**config.mk**
```make
export PLATFORM = sky130hd
export DESIGN_NAME = phase_sequencer
export DESIGN_NICKNAME = d
export VERILOG_FILES = /design/src/rtl/phase_sequencer.sv
export SDC_FILE = /design/constraint.sdc
export NUM_CORES = 1
export LEC_CHECK = 0
export ABC_CLOCK_PERIOD_IN_PS = 2900
export BUFFER_PORTS_ARGS = -buffer_cell sky130_fd_sc_hd__buf_2
export CAP_MARGIN = 10
export CORE_UTILIZATION = 46
export CTS_CLUSTER_DIAMETER = 150
export DETAILED_ROUTE_END_ITERATION = 8
export MAX_ROUTING_LAYER = met4
export PLACE_DENSITY = 0.79
export SYNTH_ARGS = -nofsm -noshare
export SYNTH_HDL_FRONTEND = slang
export SYNTH_SLANG_ARGS = --single-unit
```
**constraint.sdc**
```tcl
create_clock -name clk -period 2.9 [get_ports clk]
set_clock_uncertainty 0.2 [all_clocks]
set_input_delay 0.58 -clock clk [delete_from_list [all_inputs] [get_ports clk]]
set_output_delay 0.58 -clock clk [all_outputs]
set_load 0.05 [all_outputs]
```
**src/rtl/phase_sequencer.sv**
```systemverilog
// ----------------------------------------------------------------------------
// phase_sequencer
//   Control FSM that drives the instruction-decoder phase strobes fe/e1/e2.
//   Each instruction is fetched and then runs E1. Only instructions the
//   decoder flags with extra1 also run E2.
//   The sequencer halts on STP, when run is dropped, after a single step, or
//   (optionally) on a PC breakpoint. It inserts wait states while instruction
//   or data memory is not ready, and it counts retired instructions.
//
//   Optional feature macro: BREAKPOINT_EN
//     defined   -> halt before fetching the instruction at bp_addr.
//     undefined -> bp_enable, bp_addr and pc are ignored; bp_hit is tied 0.
//
// Ports
//   clk          in   1      system clock, rising edge
//   reset        in   1      asynchronous, active-high
//   run          in   1      level; rising edge starts, low halts at boundary
//   step         in   1      1-cycle pulse; in HALT runs exactly one instruction
//   mem_wait     in   1      memory not ready (fetch or E2 data access)
//   extra1       in   1      current instruction needs E2
//   is_stp       in   1      current instruction is STP
//   clr_count    in   1      synchronous clear of instr_count (wins over +1)
//   pc           in   PC_W   current program counter (breakpoint compare)
//   bp_enable    in   1      breakpoint armed
//   bp_addr      in   PC_W   breakpoint address
//   fe/e1/e2     out  1      phase strobes, Moore decodes of the state
//   halted       out  1      1 while in HALT
//   stp_seen     out  1      last halt caused by STP; clears on leaving HALT
//   bp_hit       out  1      last halt caused by breakpoint; clears on leaving
//   state        out  3      HALT=0 FETCH=1 EXEC1=2 DWAIT=3 EXEC2=4
//   instr_count  out  CNT_W  retired non-STP instructions, wraps to 0
// ----------------------------------------------------------------------------
module phase_sequencer #(
  parameter int CNT_W = 16,
  parameter int PC_W  = 11
) (
  input  logic             clk,
  input  logic             reset,
  input  logic             run,
  input  logic             step,
  input  logic             mem_wait,
  input  logic             extra1,
  input  logic             is_stp,
  input  logic             clr_count,
  input  logic [PC_W-1:0]  pc,
  input  logic             bp_enable,
  input  logic [PC_W-1:0]  bp_addr,
  output logic             fe,
  output logic             e1,
  output logic             e2,
  output logic             halted,
  output logic             stp_seen,
  output logic             bp_hit,
  output logic [2:0]       state,
  output logic [CNT_W-1:0] instr_count
);

  typedef enum logic [2:0] {
    S_HALT  = 3'd0,
    S_FETCH = 3'd1,
    S_EXEC1 = 3'd2,
    S_DWAIT = 3'd3,
    S_EXEC2 = 3'd4
  } state_e;

  localparam logic [CNT_W-1:0] CNT_ONE = CNT_W'(1);

  state_e           r_state;
  state_e           w_state_nxt;
  logic             r_run_q;
  logic             r_single;
  logic             r_stp_seen;
  logic             r_bp_hit;
  logic             r_bp_supp;
  logic [CNT_W-1:0] r_count;

  logic w_start;
  logic w_boundary;
  logic w_leave_halt;
  logic w_single_nxt;
  logic w_stp_set;
  logic w_bp_set;
  logic w_bp_match;

  // A start is a rising edge of run, seen against last cycle's sample.
  assign w_start = run & ~r_run_q;

`ifdef BREAKPOINT_EN
  // The first boundary after leaving HALT is exempt, so resuming from a
  // breakpoint executes the breakpointed instruction instead of re-halting.
  assign w_bp_match = bp_enable && (pc == bp_addr) && !r_bp_supp;
  assign bp_hit     = r_bp_hit;
`else
  logic w_bp_unused;
  assign w_bp_match  = 1'b0;
  assign bp_hit      = 1'b0;
  assign w_bp_unused = ^{bp_enable, bp_addr, pc, r_bp_supp, r_bp_hit};
`endif

  // NOTE: every signal written here gets a default first, so no path through
  // the case statement can leave one unassigned and infer a latch.
  always_comb begin
    w_state_nxt  = r_state;
    w_boundary   = 1'b0;
    w_leave_halt = 1'b0;
    w_single_nxt = r_single;
    w_stp_set    = 1'b0;
    w_bp_set     = 1'b0;

    case (r_state)
      S_HALT: begin
        if (w_start) begin
          // Start wins over a simultaneous step: free run, no single-step.
          w_state_nxt  = S_FETCH;
          w_single_nxt = 1'b0;
          w_leave_halt = 1'b1;
        end else if (step) begin
          w_state_nxt  = S_FETCH;
          w_single_nxt = 1'b1;
          w_leave_halt = 1'b1;
        end
      end
      S_FETCH: begin
        if (!mem_wait) w_state_nxt = S_EXEC1;
      end
      S_EXEC1: begin
        if (is_stp) begin
          w_state_nxt = S_HALT;
          w_stp_set   = 1'b1;
        end else if (!extra1) begin
          w_boundary = 1'b1;
        end else if (mem_wait) begin
          w_state_nxt = S_DWAIT;
        end else begin
          w_state_nxt = S_EXEC2;
        end
      end
      S_DWAIT: begin
        // Waiting here instead of holding EXEC2 keeps e2 a single pulse.
        if (!mem_wait) w_state_nxt = S_EXEC2;
      end
      S_EXEC2: begin
        w_boundary = 1'b1;
      end
      default: begin
        w_state_nxt = S_HALT;
      end
    endcase

    if (w_boundary) begin
      if (r_single || !run) begin
        w_state_nxt = S_HALT;
      end else if (w_bp_match) begin
        w_state_nxt = S_HALT;
        w_bp_set    = 1'b1;
      end else begin
        w_state_nxt = S_FETCH;
      end
    end

    if ((w_state_nxt == S_HALT) && (r_state != S_HALT)) w_single_nxt = 1'b0;
  end

  // NOTE: state registers use non-blocking assignments so every register
  // samples pre-edge values, independent of statement order.
  always_ff @(posedge clk or posedge reset) begin
    if (reset) begin
      r_state    <= S_HALT;
      r_run_q    <= 1'b0;
      r_single   <= 1'b0;
      r_stp_seen <= 1'b0;
      r_bp_hit   <= 1'b0;
      r_bp_supp  <= 1'b0;
      r_count    <= '0;
    end else begin
      r_state  <= w_state_nxt;
      r_run_q  <= run;
      r_single <= w_single_nxt;

      if (w_leave_halt) begin
        r_stp_seen <= 1'b0;
        r_bp_hit   <= 1'b0;
      end else begin
        if (w_stp_set) r_stp_seen <= 1'b1;
        if (w_bp_set)  r_bp_hit   <= 1'b1;
      end

      if (w_leave_halt)    r_bp_supp <= 1'b1;
      else if (w_boundary) r_bp_supp <= 1'b0;

      if (clr_count)       r_count <= '0;
      else if (w_boundary) r_count <= r_count + CNT_ONE;
    end
  end

  assign fe          = (r_state == S_FETCH);
  assign e1          = (r_state == S_EXEC1);
  assign e2          = (r_state == S_EXEC2);
  assign halted      = (r_state == S_HALT);
  assign stp_seen    = r_stp_seen;
  assign state       = r_state;
  assign instr_count = r_count;

endmodule

```
### Yosys cells after proc, flatten, opt, wreduce, memory -nomap -nowiden

Cells that the tools add are included.

| word-level totals | value |
|---|---|
| output and inout bits | 25 |
| bits of input ports | 31 |
| bits in registers | 22 |
| logic and storage cells | 49 |

| cells by class | value |
|---|---|
| reduce and logical (&&, ||, !) cells | 11 |
| equal/unequal tests | 4 |
| $add $sub $neg | 1 |
| muxes and demuxes | 26 |
| bitwise operators | 2 |

Operators with widths:

| cell | number |
|---|---|
| 16-bit 2-to-1 mux | 2 |
| 3-bit 2-to-1 mux | 8 |
| 16-bit by 1-bit adder with 16-bit output, second input constant | 1 |
| 3-bit one-hot mux with 5 select lines | 1 |
| 1-bit 2-to-1 mux | 14 |
| 3-bit by 2-bit equality test with 1-bit output, second input constant | 2 |
| 3-bit logical NOT | 2 |
| 2-bit nonzero test | 3 |
| 3-bit nonzero test | 2 |
| 3-bit by 1-bit equality test with 1-bit output, second input constant | 1 |
| 3-bit equality test, second input constant | 1 |
| 1-bit one-hot mux with 2 select lines | 1 |
| 2-bit AND reduction | 1 |
| 1-bit AND | 1 |
| 1-bit logical AND | 1 |
| 1-bit logical NOT | 1 |
| 1-bit logical OR | 1 |
| 1-bit inverter | 1 |

### Depth between registers and ports, before layout

Gate-level depths: netlist (run 1).

| depth | value |
|---|---|
| word-level depth | 9 |
| depth in mapped cells | 6 |
| mapped depth without buffers | 5 |

### Worst setup path before layout (run 1)

No wires, ideal clock.

| timing path | value |
|---|---|
| path type | flip-flop to flip-flop |
| start | register r_state[0], in the netlist state[0] |
| end | register r_single |
| buffers on the path | 1 |
| clock period less this slack | 3.141 ns |
| setup time | 0.104 ns |
| required time | 2.596 ns |
| arrival | 2.837 ns |
| cell stages (with the launch flop) | 6 |
| slack | -0.241 ns |
| cells stage by stage | dfrtp_1 -> clkbuf_1 -> nor3_1 -> o21ai_0 -> and2_1 -> a221oi_1 |

| on the way | value |
|---|---|
| elaborated cells between the ends (all ways) | 21 |
| classes of those cells | 4 x eq/ne; 10 x mux; 7 x reduce/logical |

RTL lines:

| item | line | RTL |
|---|---|---|
| start: declaration | 68 | `state_e r_state;` |
| start signal: assignment | 176 | `r_state <= w_state_nxt;` |
| 3-bit logical NOT (*) | -- |  |
| via halted | 51 | `output logic halted,` |
| 3-bit one-hot mux with 5 select lines | 110 | `case (r_state)` |
| 3-bit 2-to-1 mux | 150 | `if (w_boundary) begin` |
| 3-bit logical NOT | 161 | `if ((w_state_nxt == S_HALT) && (r_state != S_HALT)) w_single_nxt = 1'b0;` |
| 1-bit logical AND | 161 |  |
| 3-bit nonzero test (no line) / 2-bit nonzero test (equally long branches) | -- |  |
| 2-bit AND reduction (no line) | -- |  |
| end signal: assignment | 178 | `r_single <= w_single_nxt;` |
| end: declaration | 71 | `logic r_single;` |

The timed path passes the listed nets; every way through them passes the cells marked *.
A chain may end at the register's enable or synchronous reset.

### Worst setup path in the final report (run 1)

| timing path | value |
|---|---|
| start | register r_state[1], in the netlist state[1] |
| end | register r_count[15], in the netlist instr_count[15] |

| on the way | value |
|---|---|
| cells in the longest elaborated chain, start to end | 3 |
| elaborated cells between the ends (all ways) | 4 |
| classes of those cells | 2 x eq/ne; 1 x mux; 1 x reduce/logical |

RTL lines:

| item | line | RTL |
|---|---|---|
| 3-bit equality test / 3-bit by 2-bit equality test with 1-bit output (equally long branches) | 110 |  |
| 1-bit one-hot mux with 2 select lines (*) | 110 |  |
| 2-bit nonzero test (no line) (*) | -- |  |
| end signal: assignment | 192 | `else if (w_boundary) r_count <= r_count + CNT_ONE;` |
| end: declaration | 75 | `logic [CNT_W-1:0] r_count;` |

Mark *: on every way between the ends. The rest lies on a longest branch, timed or not.

==> metrics.txt, run 1 <==
Area Growth Syn to Fin 17.0%; largest cells by area after synthesis dfrtp_1 (45%), xnor2_1 (5.1%), nor2_1 (4.3%), a21oi_1 (3.7%), nor2b_1 (3.6%); routability cong. 0.766; Die Width 53.3 um; status finished clean; syn_nets 159; post-layout util 0.573; Overall Power 0.974 mW; Port Buffers 31; placed cell count 182; Core Rows 18; Setup-failing EPs final 0; antenna-violating nets left 0; layout cells sized above 1 0.263; WL/cell 14.1 um; WHS 0.188 ns; cell area after layout 0.00142 mm^2; largest area contributor in the netlist dfrtp_1; Pleak 0.676 nW; first-pass GRT wire length 4200 um; CP max FO 11; # hold bufs at CTS 0; CTS tree yes; Synth top area share 0.454; worst-margin pin slew 0.845 ns; Core ar. 0.00248 mm^2; sequential area share after synthesis 0.454; Post-DP Area 0.00138 mm^2; crit path time final 2.41 ns; syn avg cell area 9.55 um^2; Crit path required time 2.93 ns; Final Hold Fails 0; GRT Overall Usage 0.211; die height 53.3 um; initial antenna violation count 0; FF+latch count, synth 22; WL final 2620 um; number of CTS-inserted buffers 3; H-tree levels 1; first-pass iteration count of the detailed router 4; pwr/cell area 687 mW/mm^2; I/O pins 56; worst rel slew slack 0.436; Slew Limit Fails 0; # diodes 0; vias in the first global route 953; Post-CTS Resized 0; Layout Nets 189; largest net degree at the start of global routing 23; total congestion overflow 0; post-synthesis cell type count 40; CP endpoint kind flip-flop; DRC 0; worst setup margin 0.489 ns; die area 0.00285 mm^2; Final Cycle Share 0.831; HPWL Detailed 1910 um; detailed-route via count 1063; clk_lat worst skew 0.32 ns; crit path DAT 2.44 ns; RSZ-0062 raised after global routing false; synth warn 0; Hold Crit Class input pin to flip-flop; Post-Syn Area 0.00121 mm^2; Setup WS pre-CTS 0.290 ns; initial core utilization 0.489; Mapped Cells 127; Max Fclk 415 MHz; Iteration-0 DRC Markers 9; Max clock buf depth 2; drt via density 5.72; post-CTS setup buffer count 0; clock transition at the registers of the reported paths 0.13 ns; final std cells w/o fill 186; VDD IR max 0.561 mV; CTS root buf clkbuf_4; commonest non-fill, non-tap cell in the layout buf_2; most frequent cells in the layout buf_2 (31), dfrtp_1 (22), nor2_1 (14), a21oi_1 (9); Max Cap Viol 0; Fin Setup TNS 0 ns; TritonCTS Sinks 22; Worst Setup Path Type flip-flop to flip-flop; Worst setup SP type flip-flop
per-layer routing:
metal / share of wire / GRT usage
met1: 0.42 / 0.238
met5: 0 / -
met3: 0.037 / 0.0259
met4: 0.0099 / 0.0658
met2: 0.53 / 0.383
sequential cells by signal, summed over array words and instances, names as in the netlist:
name	count
instr_count	16
r_run_q	1
r_single	1
state	3
stp_seen	1
cells by family (layout without fill, tap and decap cells):
| kind of cell | after synthesis | count (layout) | share of synthesized area |
|---|---|---|---|
| compound gates | 27 | 27 | 0.148 |
| xor+xnor | 7 | 7 | 0.0506 |
| fa+ha+maj | 1 | 1 | 0.0103 |
| buf+inv | 13 | 42 | 0.0475 |
| flops | 22 | 22 | 0.454 |
| mux | 4 | 4 | 0.0361 |
| other cells | 1 | 1 | 0.00309 |
| simple gates | 52 | 52 | 0.251 |
power breakdown:
part	leakage [nW]	internal [mW]	switching (mW)
sequential	0.300	0.339	0.0545
clock	0.0210	0.0769	0.101
combinational	0.355	0.114	0.289
synth_stat cells, drive strengths merged:
| cell | count |
|---|---|
| a2111oi | 1 |
| a211o | 1 |
| a211oi | 3 |
| a21o | 2 |
| a21oi | 9 |
| a221oi | 1 |
| a32o | 1 |
| a32oi | 1 |
| and2 | 3 |
| and2b | 1 |
| and4 | 1 |
| buf | 4 |
| clkbuf | 3 |
| conb | 1 |
| dfrtp | 22 |
| ha | 1 |
| inv | 6 |
| mux2 | 3 |
| mux2i | 1 |
| nand2 | 4 |
| nand2b | 1 |
| nand3 | 4 |
| nand4 | 3 |
| nand4b | 1 |
| nor2 | 14 |
| nor2b | 7 |
| nor3 | 2 |
| nor3b | 2 |
| nor4 | 1 |
| o211a | 1 |
| o21ai | 5 |
| o31ai | 2 |
| or2b | 1 |
| or3 | 4 |
| or4 | 2 |
| or4b | 1 |
| xnor2 | 7 |
critical path, cell delays in order, from the launching register on:
cell	delay, ns
dfrtp_1	0.56
or4b_1	0.52
a211o_2	0.41
nor4_4	0.29
mux2_1	0.34
area by class of cell:
class | instances | area (um^2)
Timing Repair Buffer | 32 | 163
Multi-Input combinational cell | 92 | 609
Fill cell | 228 | 1060
Tap cell | 30 | 37.5
Clock buffer | 4 | 36.3
Sequential cell | 22 | 551
Inverter | 6 | 22.5
path summary, 6_finish.rpt:
check	start	depth (start not counted)	to	slack, ns
worst min register to register	stp_seen	2	stp_seen	0.33
worst max register to register	state[1]	4	instr_count[15]	0.49
worst min-delay path	run	1	r_run_q	0.19
max in group asynchronous	reset	2	instr_count[2]	1.78
worst max-delay path	state[1]	4	instr_count[15]	0.49
min in group asynchronous	reset	2	instr_count[4]	0.20
Power figures use the tool's default switching activity.
==> run 2: changes to the inputs <==
Settings changed: ABC_CLOCK_PERIOD_IN_PS 2900 to 2100, CORE_UTILIZATION 46 to 41, PLACE_DENSITY 0.79 to 0.74.
Clock period 2.9 ns to 2.1 ns, I/O delays scaled along.
==> metrics.txt, run 2 (synthesis gave the netlist of run 1 again) <==
Gate power share 0.508 (+0.095); RSZ-0062 raised after global routing true; CP endpoint kind flip-flop; Slew Limit Fails 0 (unchanged); WL/cell 14.5 um (+3.0%); Final Cycle Share 1.01 (+0.176); worst setup margin -0.0148 ns (-0.504 ns); drt via density 5.70 (-0.34%); Max clock buf depth 2 (unchanged); largest net degree at the start of global routing 20 (-13%); status complete, but fails checks; initial antenna violation count 0 (unchanged); routability cong. 0.775 (+1.2%); CP max FO 5 (-6); WHS 0.0508 ns (-0.137 ns); violated checks setup timing; Worst Setup Path Type flip-flop to flip-flop; Crit path required time 2.11 ns (-0.82 ns); Post-DP Area 0.00148 mm^2 (+6.8%); GRT Overall Usage 0.196 (-0.0155); Setup-failing EPs final 2 (+2); initial core utilization 0.436 (-0.0535); Max Fclk 473 MHz (+14%); crit path DAT 2.12 ns (-0.32 ns); VDD IR max 0.923 mV (+65%); HPWL Detailed 2070 um (+8.1%); I/O pins 56 (unchanged); most frequent cells in the layout buf_2 (29), dfrtp_1 (20), nor2_1 (13), buf_4 (9), xnor2_1 (7); sw power 0.641 mW (+44%); layout cells sized above 1 0.373 (+0.111); die area 0.00318 mm^2 (+12%); max reg flops 16 (unchanged); crit path time final 2.11 ns (-0.296 ns); first-pass GRT wire length 4810 um (+14%); Final Hold Fails 0 (unchanged); Die Width 56.4 um (+5.7%); clock transition at the registers of the reported paths 0.13 ns (about the same); Fin Setup TNS -0.0175 ns (-0.0175 ns); Area Growth Syn to Fin 29.0%; Iteration-0 DRC Markers 39 (+30); pwr/cell area 914 mW/mm^2 (+33%); Layout Nets 199 (+5.3%); sw frac 0.448 (-0.00841); Worst setup SP type flip-flop; cell area after layout 0.00156 mm^2 (+10%); Overall Power 1.43 mW (+47%); clk_lat worst skew 0.30 ns (-0.02 ns); commonest non-fill, non-tap cell in the layout buf_2; CTS tree yes; Pleak 0.726 nW (+7.5%); Max Cap Viol 0 (unchanged); TritonCTS Sinks 22 (unchanged); CTS root buf clkbuf_4; DRC 0 (unchanged); number of CTS-inserted buffers 3 (unchanged); Core Rows 19 (+1); total congestion overflow 0 (unchanged); detailed-route via count 1122 (+5.6%); vias in the first global route 1045 (+9.7%); Core ar. 0.00278 mm^2 (+12%); antenna-violating nets left 0 (unchanged); first-pass iteration count of the detailed router 4 (unchanged); Setup WS pre-CTS -0.213 ns (-0.503 ns); internal cell power 0.789 mW (+49%); H-tree levels 1 (unchanged); sequential share of power 0.352 (-0.052); # diodes 0 (unchanged); Port Buffers 31 (unchanged); Hold Crit Class input pin to flip-flop; Clock Power Share 0.140 (-0.043); die height 56.4 um (+5.7%); WL final 2860 um (+9.0%)
## run 2: final timing paths
kind                               start               to  slack [ns]  depth (start not counted)
worst max-delay path            state[2]  instr_count[15]       -0.01                          4
worst min-delay path                 run          r_run_q        0.05                          1
worst max register to register  state[2]  instr_count[15]       -0.01                          4
worst min register to register  stp_seen         stp_seen        0.34                          2
max in group asynchronous          reset  instr_count[12]        0.73                          4
min in group asynchronous          reset         stp_seen        0.43                          3
## run 2: final cells by class
| type | count | area, um^2 |
|---|---|---|
| clock buffer | 4 | 26.3 |
| fill | 256 | 1220 |
| inverter | 6 | 22.5 |
| multi-input combinational | 93 | 682 |
| sequential | 22 | 553 |
| tap | 31 | 38.8 |
| timing repair buffer | 41 | 241 |
## run 2: worst max-delay path, stage by stage, from the launching register on
cell and delay, ns:
dfrtp_2 0.42, or4b_4 0.52, a211o_4 0.39, nor4_4 0.16, mux2_4 0.32
## run 2: what timing repair did
item	4_1_cts	5_1_grt
gates resized for setup	2	10
cloned	1	0
pin swaps	2	0
setup buffers	0	0
endpoints found under the setup margin	8	11
endpoints found under the hold margin	10	0
hold buffers	1	0
## run 2: metal layers
metal	wire length (um)	global-route usage	vias up	part of all wire
li1	-	-	526	-
met1	1280	0.252	569	0.45
met2	1480	0.333	25	0.52
met3	91	0.0207	2	0.032
met4	8	0.0453	0	0.0028
met5	0	-	-	0
## run 2: metrics by stage
stage	instances	util
after floorplan	127	-
after global placement	191	0.531
after detailed placement	191	0.531
after CTS	197	0.549
after global routing	197	0.562
final	197	0.562
## run 2: power by group through the flow
stage	combinational, mW	sequential (mW)	clock [mW]
global route	0.777	0.511	0.229
global placement	0.668	0.507	0
floorplan	0.413	0.634	0
finish	0.727	0.504	0.200
detailed placement	0.685	0.510	0
CTS	0.699	0.503	0.208
